File: config.mk
export PLATFORM = sky130hd
export DESIGN_NAME = wave_tx_ctrl
export DESIGN_NICKNAME = d
export VERILOG_FILES = /design/src/rtl/wave_pkg.sv /design/src/rtl/wave_tx_ctrl.sv
export SDC_FILE = /design/constraint.sdc
export NUM_CORES = 1
export LEC_CHECK = 0
export CORE_AREA = 2 2 94 96
export DETAILED_ROUTE_END_ITERATION = 8
export DIE_AREA = 0 0 96 98
export PLACE_DENSITY = 0.76
export SLEW_MARGIN = 15
export SYNTH_ARGS = -nofsm -noshare
export SYNTH_HDL_FRONTEND = slang
export SYNTH_SLANG_ARGS = --single-unit
File: constraint.sdc
create_clock -name clk -period 4.4 [get_ports clk]
set_input_delay 0.44 -clock clk [delete_from_list [all_inputs] [get_ports clk]]
set_output_delay 0.44 -clock clk [all_outputs]
set_load 0.02 [all_outputs]
File: src/rtl/wave_pkg.sv
// Shared state encoding and payload framing constants for the waveform transmit path.
package wave_pkg;

    typedef enum logic [2:0] {
        IDLE,
        START,
        SEND,
        WAIT_DONE,
        GAP
    } tx_state_t;

    localparam int HDR_LEN = 2;

    // Header byte 0 carries the top five frequency bits, byte 1 the low eight.
    function automatic logic [7:0] hdr_byte(input logic [12:0] f, input logic idx);
        return idx ? f[7:0] : {3'b000, f[12:8]};
    endfunction

endpackage

File: src/rtl/wave_tx_ctrl.sv
// Frames FIFO samples behind a 2-byte frequency header and paces UDP transmits.
// Latency: tx_start_en 1 cycle after the IDLE->START decision; each byte 1 cycle after its tx_req.
// Backpressure: bytes move only on tx_req; waits for tx_done (bounded by DONE_TIMEOUT), then idles GAP_CYCLES.
module wave_tx_ctrl
    import wave_pkg::*;
#(
    parameter int          PKT_LEN      = 1024,
    parameter int          GAP_CYCLES   = 125,
    parameter logic [15:0] DONE_TIMEOUT = 16'd20000
) (
    input  logic        clk,
    input  logic        rst_n,
    input  logic        en,
    input  logic [12:0] freq,
    input  logic [12:0] rd_data_count,
    input  logic [7:0]  fifo_dout,
    output logic        fifo_rd_en,
    output logic        tx_start_en,
    output logic [15:0] tx_byte_num,
    input  logic        tx_req,
    output logic [7:0]  tx_data,
    input  logic        tx_done,
    output logic [15:0] pkt_cnt,
    output logic        tx_err
);

    localparam logic [15:0] TOTAL    = 16'(PKT_LEN + HDR_LEN);
    localparam logic [15:0] HDR      = 16'(HDR_LEN);
    localparam logic [15:0] GAP_LAST = 16'(GAP_CYCLES - 1);
    localparam logic [15:0] TO_LAST  = DONE_TIMEOUT - 16'd1;

    tx_state_t   state, state_nxt;
    logic [15:0] byte_cnt;
    logic [15:0] gap_cnt;
    logic [15:0] to_cnt;
    logic [12:0] freq_l;
    logic [7:0]  hdr_q;
    logic        fifo_sel_q;
    logic        req_ok;

    assign req_ok      = (state == SEND) && tx_req && (byte_cnt < TOTAL);
    assign fifo_rd_en  = req_ok && (byte_cnt >= HDR);
    assign tx_start_en = (state == START);
    assign tx_byte_num = TOTAL;
    // FIFO data arrives one cycle after the strobe, so it is muxed after the register.
    assign tx_data     = fifo_sel_q ? fifo_dout : hdr_q;

    always_comb begin
        state_nxt = state;
        case (state)
            IDLE: begin
                if (en && ({3'b000, rd_data_count} >= 16'(PKT_LEN)))
                    state_nxt = START;
            end
            START: state_nxt = SEND;
            SEND: begin
                if (tx_done)
                    state_nxt = GAP;
                else if (req_ok && (byte_cnt == TOTAL - 16'd1))
                    state_nxt = WAIT_DONE;
            end
            WAIT_DONE: begin
                if (tx_done || (to_cnt == TO_LAST))
                    state_nxt = GAP;
            end
            GAP: begin
                if (gap_cnt == GAP_LAST)
                    state_nxt = IDLE;
            end
            default: state_nxt = IDLE;
        endcase
    end

    always_ff @(posedge clk) begin
        if (!rst_n) begin
            state      <= IDLE;
            byte_cnt   <= '0;
            gap_cnt    <= '0;
            to_cnt     <= '0;
            freq_l     <= '0;
            pkt_cnt    <= '0;
            tx_err     <= 1'b0;
            hdr_q      <= '0;
            fifo_sel_q <= 1'b0;
        end else begin
            state      <= state_nxt;
            hdr_q      <= '0;
            fifo_sel_q <= 1'b0;

            if ((state == IDLE) && (state_nxt == START))
                freq_l <= freq;

            if (state == START) begin
                byte_cnt <= '0;
            end else if (req_ok) begin
                byte_cnt <= byte_cnt + 16'd1;
                if (byte_cnt < HDR)
                    hdr_q <= hdr_byte(freq_l, byte_cnt[0]);
                else
                    fifo_sel_q <= 1'b1;
            end

            // Both counters restart from zero on every entry to their state.
            to_cnt  <= (state == WAIT_DONE) ? to_cnt + 16'd1 : 16'd0;
            gap_cnt <= (state == GAP) ? gap_cnt + 16'd1 : 16'd0;

            if (((state == SEND) || (state == WAIT_DONE)) && tx_done)
                pkt_cnt <= pkt_cnt + 16'd1;

            if ((state == WAIT_DONE) && !tx_done && (to_cnt == TO_LAST))
                tx_err <= 1'b1;
        end
    end

endmodule
==> run summary, run 1 <==
The run finished with clean final reports. The cell type with the largest total area after synthesis was dfxtp_1. The peak ir drop on the vdd network was 0.182 mV; the die area was 9410 um^2. In the final design database the tool counted 542 nets. Per report_power, the sequential group accounts for 54.7% of the total.

The repair_antennas step left the layout with diodes totalling 0. The tools report the initial antenna violation count as 0. For the standard cell area after detailed placement, the log shows 4640 um^2.

The detailed router finished its first iteration with 102 violations. The commonest register cell after synthesis is dfxtp_1. After synthesis, the mean cell area works out to 9.11 um^2. The number of buffers inserted for hold repair after clock tree synthesis is 0. The longest clock path from root to sink contains 2 buffers. The run gives 0 as the number of pins exceeding their max-slew limit in the final report. On the critical path, the stage with the largest delay is an instance of clkdlybuf4s50_1. The switching power summed over all nets is 0.000338 W, and the count of input and output buffers is 55. By area the synthesized netlist is led by dfxtp_1 (44%), nor2_1 (5.3%), xor2_1 (5.0%).

The run gives 773 as the layout filler cell count. The area added between synthesis and finish was 19.5%. Yosys printed 0 warnings.

After floorplanning, the core was divided into 34 placement rows. The floorplan step set the die height to 98 um. After clock tree synthesis, the setup repair step added 0 buffers. The run gives 47.9% as the initial standard-cell utilization of the core.

Power spread over the standard cell area amounts to 316 nW/um^2. Detailed placement finished with a half-perimeter wire length of 5580 um. Clock skew on the completed layout was measured at 7.51 ps.

The run gives 350 ps as the clock latency on the worst-skew pair. The first detailed-routing pass took 4 iterations. The mean number of vias per cell is 5.12, and the synthesized instance count is 445. The endpoint class of the critical path was a primary output. Along the worst path, the maximum fanout reaches 12. In this run the static leakage power is 1.68 nW. The critical path goes through or4_4, o311a_4, or3_4, nor2_1, clkdlybuf4s50_1.

Counting distinct cell types in the post-synthesis netlist gives 46. The worst setup path is launched from a register. Share of total power consumed by net switching: 22.1%. Setup repair after global routing left no endpoint under its margin. Finished layout cell area: 4840 um^2. After synthesis, the share of flip-flops with an asynchronous set or reset is 0%. Of the available clock period, the critical path in the final layout requires 75.0%. Sequential cells were found to cover 44.5% of the synthesized design area. Of the cells placed in the final design, the portion with a size suffix greater than 1 is 6.19%.

The detailed router placed 3,121 vias in this run. The total global routing overflow was 0; the total negative setup slack was 0 ps. The critical path data required time was 3960 ps; the number of CTS-inserted buffers was 9. The first-pass GRT wire length is 13,200 um, and the internal power contribution is 0.00119 W. After clock tree synthesis, the repair step resized 0 gates. The synthesized design devotes to its leading area cell type 44.5% of total area. For the DRC violations left, the log shows 0.

The die is 96 um wide. TritonCTS built the clock tree. In this run the number of H-tree levels came out at 3. The tools report the share of total power in combinational logic as 6.7%. In this run the count of I/O pins placed on the die edge is 82.

The class of the most critical setup path was register to primary output. The number of global-route vias before repair was 3,035. For the timing-limited maximum frequency, the log shows 0.303 GHz. The transition at the pin with the smallest max-transition slack was 1160 ps; the critical path's largest stage delay was 620 ps.

The root buffer cell was clkbuf_8. The count of flip-flops with a built-in enable after synthesis is 0, and the pin count of the biggest net entering global routing is 23. The data arrival time of the critical path is 2860 ps. The clock network power share was 38.6%; the clock input transition at the sequential cells of the worst setup and hold paths was 80 ps. In the global route stage, overall resource usage came out at 17.4%.

The final weighted congestion in routability-driven placement is 0.846, and the core area is 8470 um^2. After synthesis the cells add up to 4050 um^2. Worst-case headroom to the max-slew limit: 22.6%. Synthesis inferred 90 register bits. The run gives 0 as the total of endpoints with negative setup slack in the final report.

The count of nets left with antenna violations once routing finished came out at 0. In the final routed layout, each cell accounts on average for 12.7 um. In this run the worst hold path is classified as register to register.

The tree built by TritonCTS fans out to 90 sinks. For the hold violation total from the final report, the log shows 0. Subtracting the final worst setup slack from the clock period gives 3300 ps. For the max-capacitance violation count, the log shows 0.

Summed over all layers, the routed wires come to 7730 um.
cell families (layout without fill, tap and decap cells):
family / after synthesis / in the layout / synth area share [%]
AND/OR/NAND/NOR: 211 / 211 / 27.7
flip-flops: 90 / 90 / 44.5
XOR/XNOR: 43 / 43 / 9.29
buffers and inverters: 38 / 80 / 5.19
AO/OA/AOI/OAI: 29 / 29 / 4.66
multiplexers: 26 / 26 / 6.67
adder cells (fa/ha/maj): 6 / 6 / 1.85
other: 2 / 16 / 0.185
synth_stat cells (all sizes together) (2+ instances only):
master  count
and4        6
mux2i      18
a21oi      12
and3        6
nor3       10
nor4        6
nor2       57
nor4b       2
nor2b      21
nand4      10
or3        10
xnor2      20
mux2        8
or4         6
o31ai       4
nand2      28
ha          6
buf        18
a21boi      2
or2         2
nand3      23
nor3b       3
conb        2
clkbuf     11
and2       16
xor2       23
inv         9
dfxtp      90
o21ai       5
worst paths after layout:
check	slack (ps)	depth (start not counted)	start	endpoint
max	1100	5	byte_cnt[2]	fifo_rd_en
min	440	2	freq_l[6]	hdr_q[6]
max reg2reg	1880	5	byte_cnt[2]	byte_cnt[7]
min reg2reg	440	2	freq_l[6]	hdr_q[6]
worst max-delay path: cells and delay by family (launching register included):
| kind | cells | cell delay, ps |
|---|---|---|
| buffers and inverters | 1 | 620 |
| DFF | 1 | 370 |
| AOI/OAI and AO/OA | 1 | 390 |
| and+or+nand+nor | 3 | 1140 |
stage by stage:
stage / utilization (%) / worst slack, ps / power, W / hold WS (ps) / std cells
5_1_grt: 57.2 / 1000 / 0.00159 / 455 / 609
4_1_cts: 57.2 / 1080 / 0.00155 / 443 / 609
3_5_place_dp: 54.8 / 1480 / 0.000959 / 430 / 594
2_1_floorplan: - / 1880 / 0.000928 / 418 / 459
6_report: 57.2 / 1100 / 0.00153 / 439 / 609
3_3_place_gp: 54.8 / 1460 / 0.000957 / 423 / 594
area by class of cell:
| cell class | count | area [um^2] | share of cell area [%] |
|---|---|---|---|
| inverter | 9 | 33.8 | 0.697 |
| timing repair buffer | 56 | 558 | 11.5 |
| clock buffer | 9 | 124 | 2.56 |
| sequential | 90 | 1800 | 37.2 |
| multi-input combinational | 331 | 2110 | 43.5 |
| tap | 108 | 135 | 2.79 |
| clock inverter | 6 | 82.6 | 1.70 |
sequential cells by signal, summed over array words and instances, names as in the netlist:
| name | flops |
|---|---|
| to_cnt | 16 |
| gap_cnt | 16 |
| byte_cnt | 16 |
| state | 3 |
| freq_l | 13 |
| pkt_cnt | 16 |
| hdr_q | 8 |
| tx_err | 1 |
| fifo_sel_q | 1 |
per-layer routing:
metal,vias to the layer above,wire (um),track usage (%)
li1,1592,-,-
met1,1449,3410,20.9
met2,73,3840,29.0
met3,7,393,4.71
met4,0,73,7.14
met5,-,0,0
cell usage in the layout (no fill, tap or decap), types with 16 or more instances in the layout:
| cell | count |
|---|---|
| mux2i_1 | 18 |
| conb_1 | 16 |
| nand2_1 | 28 |
| xnor2_1 | 20 |
| nor2_1 | 57 |
| dfxtp_1 | 90 |
| nor2b_1 | 21 |
| and2_1 | 16 |
| xor2_1 | 23 |
| nand3_1 | 23 |
| clkdlybuf4s50_1 | 55 |
power by group through the flow:
stage                     clock (W)  combinational [W]  sequential, W
after floorplan                   0          0.0000770       0.000851
after global placement            0           0.000102       0.000855
after detailed placement          0           0.000104       0.000856
after CTS                  0.000608           0.000104       0.000837
after global routing       0.000642           0.000113       0.000839
final                      0.000590           0.000103       0.000837
Note: power is estimated with default switching activity, not from simulation.
==> run 2, diff against run 1 <==
--- a/config.mk
+++ b/config.mk
@@ -5,10 +5,10 @@
 export SDC_FILE = /design/constraint.sdc
 export NUM_CORES = 1
 export LEC_CHECK = 0
-export CORE_AREA = 2 2 94 96
+export CORE_AREA = 2 2 97 99
 export DETAILED_ROUTE_END_ITERATION = 8
-export DIE_AREA = 0 0 96 98
-export PLACE_DENSITY = 0.76
+export DIE_AREA = 0 0 99 101
+export PLACE_DENSITY = 0.75
 export SLEW_MARGIN = 15
 export SYNTH_ARGS = -nofsm -noshare
 export SYNTH_HDL_FRONTEND = slang
==> constraint.sdc (replaced) <==
create_clock -name clk -period 2.8 [get_ports clk]
set_input_delay 0.28 -clock clk [delete_from_list [all_inputs] [get_ports clk]]
set_output_delay 0.28 -clock clk [all_outputs]
set_load 0.02 [all_outputs]
==> run summary, run 2 (same netlist as run 1, synthesis figures left out) <==
The run finished with clean final reports. Startpoint type of the worst setup path: a register. In this run, placement finished with an instance count of 601.

Summed over all layers, the global routing overflow is 0. The hold path startpoint is freq_l[7]. The post-route minimum period was 2650 ps; the floorplan die width was 99 um. The tools report the count of pins on the block boundary as 82. Broken down by cell family, the worst path's largest delay share belongs to simple AND/OR/NAND/NOR gates. The critical path depth is 5.

The data arrival time of the critical path was 2370 ps; the die extent in y was 101 um. The die covers 10000 um^2. The total area inside the core boundary comes to 8980 um^2.

After routing, the total negative slack on setup checks comes to 0 ps. For the worst setup path, the data required time is 2520 ps. For the total number of nets in the final design, the log shows 546. Global routing consumed, over all layers together, 16.2% of the routing resources.

The worst setup path is captured at a primary output. The run gives 0 as the max-capacitance violation count. The final HPWL from detailed placement is 5640 um, and the number of buffer and inverter instances along the worst setup path is 1. The transition at the pin with the smallest max-transition slack is 649 ps. For this configuration, the core starts out at a cell density of 45.1%. On the final layout, the worst clock skew is 9.52 ps. The library cell used most frequently in the layout, excluding fill and tap cells, is dfxtp_1. Worst reg2reg path depth: 6. The reg-to-reg critical path startpoint is byte_cnt[2].

The tools report the root buffer cell as clkbuf_8. The peak ir drop on the vdd network was 0.315 mV. In the final layout, the multi-input gates occupy 2110 um^2. Setup repair after global routing left no endpoint under its margin. Registers take 1800 um^2.

For the layout filler cell count, the log shows 796. Of all nets on the critical path, the largest fanout is 6. The hold slack was 439 ps; the DRC violations left was 0. Dividing the detail-routed via count by the number of cells gives 5.02.

The slowest stage of the critical path belongs to the cell or4_4. Initial antenna violation count: 0. Dividing the detail-routed wire length by the instance count gives 12.6 um.

The area growth from synthesis to layout is 20.6%. Final weighted congestion in routability-driven placement: 0.842. The critical path's largest stage delay works out to 560 ps.

The run gives 112 as the number of DRC markers in iteration 0. The critical path starts at byte_cnt[2]. The total of endpoints with negative setup slack in the final report is 0. TritonCTS built the clock tree. The worst hold path was traced through 2 stages. In this run the remaining antenna-violating nets after routing total 0.

The post-route worst setup slack came out at 147 ps. The share of layout cells above drive strength 1 was 6.92%; the clock input transition at the sequential cells of the worst setup and hold paths was 90 ps. The number of clock buffers added by TritonCTS is 9. The number of antenna diodes in the final layout is 0. Power spread over the standard cell area amounts to 503 nW/um^2. The finished layout holds 617 standard cells, fillers aside. The worst-case headroom to the max-slew limit is 56.1%, and the timing-limited maximum frequency is 0.377 GHz.

Port buffering added 55 buffers. The routed design has 7790 um of wire. The number of buffers inserted for hold repair after clock tree synthesis was 0; the pin count of the biggest net entering global routing was 37. The number of global-route vias before repair is 3,054. Row generation in the floorplan step produced 35 rows. The first TritonRoute pass finished after 4 iterations.

The type of the most critical hold path is register to register. The setup path with the least slack is of type register to primary output. The via total after detailed routing was 3,096. The tools report the hold violation total from the final report as 0. Traced cell by cell, the critical path runs through or4_4, o311a_4, or3_4, nor2_1, clkbuf_2. The logs give 0 for the number of pins exceeding their max-slew limit in the final report and 3 for the CTS H-tree depth. Summed over all cells, the static leakage comes to 1.70 nW.

The clock drives 90 sinks. The clock latency on the worst-skew pair was 360 ps. The final clock period utilization by the worst path was 94.7%; the worst setup slack after placement was 111 ps.

The first global-routing pass estimated 13,300 um of wire. The clock passes through at most 2 buffers. For the standard cell area after detailed placement, the log shows 4670 um^2. The library cells used most frequently in the layout, excluding fill and tap cells, are dfxtp_1 (90), nor2_1 (57), clkdlybuf4s50_1 (54). For the finished layout cell area, the log shows 4890 um^2.
run 2: cell count changes in the layout (fill, tap and decap cells not counted):
cell,change
clkbuf_1,+2
clkinv_2,-3
clkbuf_2,+1
clkdlybuf4s50_1,-1
clkinvlp_4,+1
clkbuf_8,+1
buf_4,+4
run 2: tightest hold or removal path, stage by stage (launching register included):
cell and delay [ps]:
dfxtp_1 320, nand2_1 60, nor2_1 30
run 2: final timing paths:
kind                                    end  slack [ps]
worst max-delay path             fifo_rd_en         150
worst min-delay path               hdr_q[7]         440
worst max register to register  byte_cnt[9]         180
worst min register to register     hdr_q[7]         440
run 2: per-stage QoR:
step | total power, W | util (%)
after CTS | 0.00247 | 54.5
final | 0.00246 | 54.4
after detailed placement | 0.00151 | 52.0
after floorplan | 0.00146 | -
after global routing | 0.00254 | 54.4
after global placement | 0.00151 | 52.0
run 2: metal layers:
metal  GRT usage (%)  vias to the layer above  part of all wire [%]
li1                -                     1598                     -
met1            18.4                     1427                    43
met2            28.6                       63                    50
met3            5.27                        8                   5.4
met4            5.37                        0                   1.1
met5               0                        -                     0
run 2: final cells by class:
cell class,instances,area share [%]
clock buffers,12,2.97
clock inverters,4,1.54
inverters,9,0.691
multi-input cells,331,43.1
flip-flops and latches,90,36.9
well taps,111,2.84
repair buffers,60,11.9
run 2: repair_timing:
item / 4_1_cts / 5_1_grt
hold endpoints to repair: 0 / 0
endpoints found under the setup margin: 1 / 1
pin swaps: 0 / 0
buffers inserted: 0 / 0
resized for setup: 2 / 1
run 2: where the power goes:
group	total [W]	internal [W]	switching (W)
logic	0.000168	0.0000844	0.0000835
clock network	0.000976	0.000528	0.000448
registers	0.00131	0.00130	0.0000159
==> run 3, diff against run 2 <==
--- a/config.mk
+++ b/config.mk
@@ -5,10 +5,12 @@
 export SDC_FILE = /design/constraint.sdc
 export NUM_CORES = 1
 export LEC_CHECK = 0
+export CAP_MARGIN = 0
 export CORE_AREA = 2 2 97 99
 export DETAILED_ROUTE_END_ITERATION = 8
 export DIE_AREA = 0 0 99 101
 export PLACE_DENSITY = 0.75
+export RECOVER_POWER = 50
 export SLEW_MARGIN = 15
 export SYNTH_ARGS = -nofsm -noshare
 export SYNTH_HDL_FRONTEND = slang
==> run summary, run 3 (same netlist as run 1, synthesis figures left out) <==
The flow ran to the end, and the final reports show no timing, DRC or antenna violations. The final clock period utilization by the worst path came out at 94.8%. Clock-pin slew was measured on the worst setup and hold paths at 90 ps. STA classifies the critical path endpoint as a primary output.

The routed wire length was 7810 um. The run gives 0.315 mV as the peak ir drop on the vdd network. The floorplan step defined a die boundary enclosing 10000 um^2.

The share of layout cells above drive strength 1 is 6.32%. The number of buffer and inverter instances along the worst setup path works out to 1. After floorplanning, the core was sized to cover 8980 um^2. For the hold slack, the log shows 439 ps. Between clock sinks in the finished design, the worst skew comes to 9.14 ps.

For this design the ratio of total power to cell area is 504 nW/um^2. Once the floorplan was initialized, standard cells occupied 45.1% of the core. The startpoint identified for the worst hold timing path is freq_l[7]. The total negative setup slack came out at 0 ps.

The tools report the clock tree buffer depth as 2. The clock reaches the later pin of the worst-skew pair after 360 ps. Startpoint type of the worst setup path: a register. The total number of nets in the final design came out at 546. Across all layers, the routed design uses 3,094 vias.

The pin count of the biggest net entering global routing came out at 37. The post-route minimum period is 2650 ps. Timing would allow up to 0.377 GHz. Once detailed placement completed, the half-perimeter wirelength came to 5640 um. The DRC violations left is 0. Counting instances, the worst hold path has a depth of 2. Setup repair after global routing left no endpoint under its margin. The global-route usage over all layers was 16.2%.

Counting tap cells, the placed design contains a total of 601 instances. By startpoint and endpoint, the worst setup path is classified as register to primary output. For the critical path data required time, the log shows 2520 ps. The die extent in y is 101 um.

Clock tree synthesis selected as its root buffer the cell clkbuf_8. The worst register-to-register path has a depth of 6. The number of pins exceeding their max-slew limit in the final report is 0, and the routed wirelength normalized by instance count is 12.6 um. The repair_antennas step left the layout with diodes totalling 0.

Across all register-to-register paths, the minimum setup slack is 180 ps. For the pin with the worst max-slew slack, the measured transition is 1230 ps. On the worst path, the slowest cell contributes a delay of 560 ps. Family of cells with the greatest summed delay on the critical path: simple AND/OR/NAND/NOR gates. In the post-route analysis, the smallest setup slack over all paths is 146 ps. The hold violation total from the final report is 0, and the peak fanout along the critical path is 6. Dividing the detail-routed via count by the number of cells gives 5.01. The number of CTS-inserted buffers was 9; the number of global-route vias before repair was 3,054.

The endpoint identified for the worst register-to-register timing path is byte_cnt[9]. In this run the tightest slew margin relative to its limit is 18.0%. On the critical path, the stage with the largest delay is an instance of or4_4. For the leakage power, the log shows 1.73 nW. The count of input and output buffers is 55, and the worst setup slack after placement is 111 ps.

Global routing finished with a remaining overflow of 0. The number of placement rows was 35. The library cell used most frequently in the layout, excluding fill and tap cells, is dfxtp_1. Routability-driven placement finished with a final weighted congestion of 0.842. The tool flagged a number of max-cap violations equal to 0. The data arrival time of the critical path was 2370 ps. The total of endpoints with negative setup slack in the final report was 0. The tools report the initial antenna violation count as 0. For hold timing, the worst endpoint is hdr_q[7]. The library cells used most frequently in the layout, excluding fill and tap cells, are dfxtp_1 (90), nor2_1 (57), clkdlybuf4s50_1 (40). The first global-routing pass estimated 13,300 um of wire. The first detailed-routing pass took 4 iterations. The H-tree generated during clock tree synthesis spans 3 levels.

The final cell count without fillers was 617; the number of DRC markers in iteration 0 was 131. Once detail routing completed, the nets flagged for antenna violations numbered 0. The worst register-to-register path begins at byte_cnt[2].

Total power for the finished layout comes to 0.00245 W. TritonCTS built the clock tree. The number of buffers inserted to repair setup after CTS was 0. During I/O placement, the number of pins put on the boundary was 82. Walking the worst path, the cells encountered are or4_4, o311a_4, or3_4, nor2_1, clkbuf_2. The type of the most critical hold path was register to register. In this run, post-CTS hold repair placed 0 buffers. Clock tree synthesis found a total of 90 sinks. The floorplan die width was 99 um; the area added between synthesis and finish was 20.0%.
## run 3: cell types whose count changed in the layout (fill, tap and decap cells not counted)
cell             previous run  this run
buf_4                       5         3
dlygate4sd3_1               0        14
nor4bb_4                    1         0
and2_1                     16         7
and2_0                      0         9
nor4bb_1                    0         1
clkbuf_1                    2         4
clkdlybuf4s50_1            54        40
## run 3: area by class of cell
cell class	count	area, um^2
clock buffers	12	145
inverters	9	33.8
fillers	802	4110
flip-flops and latches	90	1800
clock inverters	4	75.1
well taps	111	139
repair buffers	60	576
multi-input cells	331	2090
## run 3: worst max path at each step
stage	start	end	slack, ps	cells after the start
3_5_place_dp	byte_cnt[2]	fifo_rd_en	110	5
5_1_grt	rst_n	state[2]	40	4
2_1_floorplan	byte_cnt[2]	byte_cnt[8]	340	6
3_3_place_gp	byte_cnt[2]	fifo_rd_en	110	5
6_report	byte_cnt[2]	fifo_rd_en	150	5
4_1_cts	byte_cnt[2]	fifo_rd_en	10	5
## run 3: worst reg2reg max path, stage by stage, from the launching register on
cell     delay, ps
dfxtp_1        360
or4_4          560
o311a_4        390
or3_4          400
buf_4          180
or4_1          510
a21oi_1        140
## run 3: per-stage QoR
| step | cell area [um^2] | utilization (%) |
|---|---|---|
| 3_3_place_gp | 4670 | 52.0 |
| 5_1_grt | 4860 | 54.2 |
| 6_report | 4860 | 54.2 |
| 2_1_floorplan | 4110 | - |
| 3_5_place_dp | 4670 | 52.0 |
| 4_1_cts | 4890 | 54.5 |
## run 3: where the power goes
| group | internal, W | switching, W |
|---|---|---|
| clock network | 0.000528 | 0.000448 |
| logic | 0.0000802 | 0.0000834 |
| registers | 0.00130 | 0.0000155 |
| total | 0.00191 | 0.000547 |
## run 3: what timing repair did
action                     4_1_cts  5_1_grt
setup endpoints to repair        1        1
gates resized for setup          2        1
gates cloned                     0        0
## run 3: layer usage
layer,part of all wire [%],vias up,routed length [um],GRT usage (%)
met5,0,-,0,0
met4,1.1,0,88,5.37
met3,5.4,8,421,5.27
met2,50,66,3910,28.6
met1,43,1420,3380,18.4
li1,-,1600,-,-
